==> src/rtl/id_ex_pipe_reg.sv <==
// ID->EX pipeline register: two-entry skid buffer with registered in_ready and synchronous flush.
// Optional performance counters are enabled by defining ID_EX_PERF_EN.
module id_ex_pipe_reg #(
  parameter int MSG_WIDTH = 185,
  parameter int INST_W    = 32
) (
  input  logic                 clk,
  input  logic                 rst,
  input  logic                 flush,
  input  logic                 in_valid,
  output logic                 in_ready,
  input  logic [MSG_WIDTH-1:0] in_msg,
  output logic                 out_valid,
  input  logic                 out_ready,
  output logic [MSG_WIDTH-1:0] ID_EX_message,
`ifdef ID_EX_PERF_EN
  output logic [31:0]          perf_stall_cnt,
  output logic [31:0]          perf_flush_cnt,
`endif
  output logic [INST_W-1:0]    debug_pc
);

  // Handshake: a beat moves when valid and ready are both high at posedge; valid never waits on ready.
  typedef enum logic [1:0] {
    EMPTY = 2'd0,
    ONE   = 2'd1,
    TWO   = 2'd2
  } state_e;

  state_e               state_q, state_d;
  logic [MSG_WIDTH-1:0] main_q, main_d;
  logic [MSG_WIDTH-1:0] skid_q, skid_d;
  logic                 in_ready_q, in_ready_d;
  logic                 in_fire, out_fire;

  assign out_valid = (state_q != EMPTY);
  assign in_ready  = in_ready_q;
  assign in_fire   = in_valid & in_ready_q;
  assign out_fire  = out_valid & out_ready;

  always_comb begin
    state_d = state_q;
    main_d  = main_q;
    skid_d  = skid_q;
    case (state_q)
      EMPTY: begin
        if (in_fire) begin
          state_d = ONE;
          main_d  = in_msg;
        end
      end
      ONE: begin
        if (in_fire && out_fire) begin
          main_d = in_msg;
        end else if (in_fire) begin
          state_d = TWO;
          skid_d  = in_msg;
        end else if (out_fire) begin
          state_d = EMPTY;
          main_d  = '0;
        end
      end
      TWO: begin
        // in_ready is low here, so only the drain path exists
        if (out_fire) begin
          state_d = ONE;
          main_d  = skid_q;
          skid_d  = '0;
        end
      end
      default: begin
        state_d = EMPTY;
        main_d  = '0;
        skid_d  = '0;
      end
    endcase
    if (flush) begin
      state_d = EMPTY;
      main_d  = '0;
      skid_d  = '0;
    end
    in_ready_d = (state_d != TWO);
  end

  always_ff @(posedge clk or posedge rst) begin
    if (rst) begin
      state_q    <= EMPTY;
      main_q     <= '0;
      skid_q     <= '0;
      in_ready_q <= 1'b1;
    end else begin
      state_q    <= state_d;
      main_q     <= main_d;
      skid_q     <= skid_d;
      in_ready_q <= in_ready_d;
    end
  end

  assign ID_EX_message = main_q & {MSG_WIDTH{out_valid}};
  assign debug_pc      = ID_EX_message[2*INST_W-1:INST_W];

`ifdef ID_EX_PERF_EN
  logic [31:0] stall_cnt_q, stall_cnt_d;
  logic [31:0] flush_cnt_q, flush_cnt_d;

  always_comb begin
    stall_cnt_d = stall_cnt_q;
    flush_cnt_d = flush_cnt_q;
    if (out_valid && !out_ready) stall_cnt_d = stall_cnt_q + 32'd1;
    if (flush && (state_q != EMPTY)) flush_cnt_d = flush_cnt_q + 32'd1;
  end

  always_ff @(posedge clk or posedge rst) begin
    if (rst) begin
      stall_cnt_q <= '0;
      flush_cnt_q <= '0;
    end else begin
      stall_cnt_q <= stall_cnt_d;
      flush_cnt_q <= flush_cnt_d;
    end
  end

  assign perf_stall_cnt = stall_cnt_q;
  assign perf_flush_cnt = flush_cnt_q;
`endif

endmodule
==> config.mk <==
export PLATFORM = sky130hd
export DESIGN_NAME = id_ex_pipe_reg
export DESIGN_NICKNAME = d
export VERILOG_FILES = /design/src/rtl/id_ex_pipe_reg.sv
export SDC_FILE = /design/constraint.sdc
export NUM_CORES = 1
export LEC_CHECK = 0
export ABC_AREA = 1
export CORE_ASPECT_RATIO = 2
export CORE_UTILIZATION = 40
export CTS_CLUSTER_DIAMETER = 30
export CTS_CLUSTER_SIZE = 40
export DETAILED_ROUTE_END_ITERATION = 12
export PLACE_DENSITY = 0.66
export SLEW_MARGIN = 0
export SYNTH_ARGS = -nofsm -noshare
export SYNTH_HDL_FRONTEND = slang
export SYNTH_SLANG_ARGS = --single-unit
==> constraint.sdc <==
create_clock -name clk -period 11.9 [get_ports clk]
set_input_delay 2.38 -clock clk [delete_from_list [all_inputs] [get_ports clk]]
set_output_delay 2.38 -clock clk [all_outputs]
set_load 0.02 [all_outputs]
==> metrics.md <==
| Metric | Value |
|---|---|
| Fmax | 170 MHz |
| Worst slew pin tran | 1.04 ns |
| Area grow syn2layout | 25.5% |
| Fraction of final layout cells sized beyond drive strength 1 | 0.0337 |
| Setup violations, final | 0 |
| Max-Cap Viols | 0 |
| Clock share of power | 0.433 |
| Clock transition at the registers of the reported paths | 0.06 ns |
| Final setup TNS | 0 ns |
| First-pass GRT wire length | 115,000 um |
| CTS H-tree lvls | 2 |
| WL final | 71,600 um |
| Switching Share | 0.313 |
| Syn Inst Count | 3,827 |
| Die area | 58,900 um2 |
| DR vias/cell | 4.75 |
| CP startpoint kind | register |
| Sink Count | 373 |
| Post-CTS sizing | 0 |
| Grt ovf | 0 |
| Synthesized area | 23,200 um2 |
| Initial core utilization | 0.405 |
| Detailed Route Iter0 Violations | 1,374 |
| CTS tree | done |
| DRT Pass-1 Iters | 5 |
| Worst reg-to-reg setup slack | 7.52 ns |
| Worst min-delay path class | reg2reg |
| Util after Layout | 0.508 |
| Comb power frac | 0.201 |
| CP max FO | 73 |
| Seq pwr share | 0.366 |
| Detailed Place HPWL | 39,900 um |
| Largest net degree at the start of global routing | 186 |
| Via count | 23,076 |
| Crit path kind | reg2out |
| Crit share post-route | 0.495 |
| Lkg Pwr | 0.0161 uW |
| Clock Tree Root | clkbuf_16 |
| Status | complete, no violations |
| Fin nets | 4,235 |
| Peak VDD IR | 0.000117 V |
| Worst path required time | 9.52 ns |
| Max-slew headroom | 0.306 |
| Number of synthesized register bits | 373 |
| Synth cell types | 19 |
| Post-Place Worst Slack | 5.88 ns |
| CORE AREA | 57,200 um2 |
| Port Buffers | 408 |
| IO Count | 409 |
| CP Capture Type | output pin |
| Gr usage total | 0.243 |
| Hold buffer count at cts | 0 |
| Chip Width | 172 um |
| Clk_lat worst skew | 0.61 ns |
| CTS Buffer Depth | 3 |
| Register area share after synthesis | 0.403 |
| Unrepaired setup endpoints after global routing | false |
| Final min period | 5.89 ns |
| Synth warn | 0 |
| PwrDens | 135 nW/um2 |
| Initial antenna violation count | 11 |
| Wire per inst | 14.8 um |
| DRC Markers | 0 |
| Die H | 342 um |
| Antenna Nets Post-Route | 0 |
| Fin. Hold Viols | 0 |
| Hold slack | 0.468 ns |
| Int Power | 2690 uW |
| Max Clock Skew | 0.0308 ns |
| Crit path DAT | 3.51 ns |
| Row Count | 124 |
| Sw power | 1230 uW |
| Fin. max-slew vios | 0 |
| Avg Synthesized Cell Area | 6.05 um2 |
| CTS Buf Count | 60 |
| Syn Nets | 4,017 |
| Routability congestion estimate | 0.776 |
| Vias in the first global route | 22,149 |
| Postcts setup bufs | 0 |
| Post-route worst setup slack | 6.01 ns |
## critical path, stage by stage, from the launching register on
cell,delay [ns]
dfrtp_1,0.50
nor2_4,0.19
buf_4,0.63
buf_4,0.75
nor2_1,0.17
clkdlybuf4s50_1,0.59
## cell families (layout without fill, tap and decap cells)
kind of cell / Yosys count / count (layout) / synth area share
compound gates: 3 / 3 / 0.000648
buf+inv: 836 / 1100 / 0.151
simple gates: 2614 / 2614 / 0.445
flops: 373 / 373 / 0.403
other cells: 0 / 7 / 0
xor+xnor: 1 / 1 / 0.000378
## flip-flops by register name, summed over array words and instances, names as in the netlist
name,cells
in_ready,1
main_q,185
skid_q,185
state_q,2
## placed cells by master (no fill, tap or decap), types with 2 or more instances in the layout
| cell | instances |
|---|---|
| dfrtp_1 | 372 |
| nand2_1 | 1857 |
| inv_2 | 3 |
| clkbuf_16 | 60 |
| clkbuf_1 | 8 |
| inv_6 | 4 |
| o21ai_1 | 2 |
| inv_1 | 557 |
| buf_4 | 17 |
| clkinv_4 | 2 |
| nand2_8 | 2 |
| buf_12 | 6 |
| nor2_1 | 377 |
| clkinvlp_4 | 8 |
| bufinv_16 | 3 |
| nand3_1 | 186 |
| clkdlybuf4s50_1 | 407 |
| clkbuf_8 | 10 |
| diode_2 | 7 |
| nor2_4 | 5 |
| nor3_1 | 185 |
| clkinv_2 | 13 |
## path summary, 6_finish.rpt
kind | start | endpoint | cells past startpoint
worst min-delay path | skid_q[82]$_DFFE_PP0P_ | skid_q[82]$_DFFE_PP0P_ | 2
worst max register to register | state_q[0]$_DFF_PP0_ | skid_q[33]$_DFFE_PP0P_ | 9
min in group asynchronous | rst | skid_q[80]$_DFFE_PP0P_ | 2
max in group asynchronous | rst | main_q[176]$_DFFE_PP0P_ | 4
worst min register to register | skid_q[82]$_DFFE_PP0P_ | skid_q[82]$_DFFE_PP0P_ | 2
worst max-delay path | state_q[0]$_DFF_PP0_ | ID_EX_message[78] | 5
## cells in the mapped netlist
library cell  count  share of area
dfrtp_1         372           0.40
nand2_1        1858           0.30
nand3_1         186          0.040
a21oi_1           1        0.00022
inv_1           558          0.090
o21ai_1           2        0.00043
dfstp_2           1         0.0011
nor2_1          378          0.061
buf_2           148          0.032
nor2_2            3        0.00081
nand3_2           1        0.00043
buf_4            49          0.016
nand2_2           2        0.00054
clkbuf_1         64          0.010
buf_1            14         0.0023
xnor2_1           1        0.00038
inv_2             3        0.00049
nor2_4            1        0.00049
nor3_1          185          0.040
## layout make-up
cell class,count,area (um2)
Antenna cell,7,17.5
Clock buffer,78,1670
Clock inverter,30,277
Fill cell,5845,28200
Inverter,561,2110
Multi-Input combinational cell,2618,10400
Sequential cell,373,9340
Tap cell,756,946
Timing Repair Buffer,431,4330
## per-layer routing
layer / global-route usage / vias to the layer above / part of all wire / routed length, um
met5: 0 / - / 0.00088 / 63
met4: 0.0962 / 10 / 0.031 / 2200
met3: 0.0325 / 127 / 0.055 / 3940
met2: 0.426 / 706 / 0.49 / 35100
met1: 0.297 / 10672 / 0.42 / 30300
li1: - / 11561 / - / -
## per-stage QoR
stage,std cells,area [um2],total power [uW]
2_1_floorplan,3827,23200,1970
3_3_place_gp,4739,27100,2240
3_5_place_dp,4739,27100,2250
4_1_cts,4847,29100,3960
5_1_grt,4853,29100,4100
6_report,4854,29100,3920
## power groups by stage
stage	Combinational [uW]	Sequential, uW	Clock, uW
final	788	1430	1700
after global routing	885	1450	1770
after CTS	798	1430	1730
after detailed placement	795	1450	0
after global placement	788	1450	0
after floorplan	529	1440	0
(Power assumes the default switching activity.)
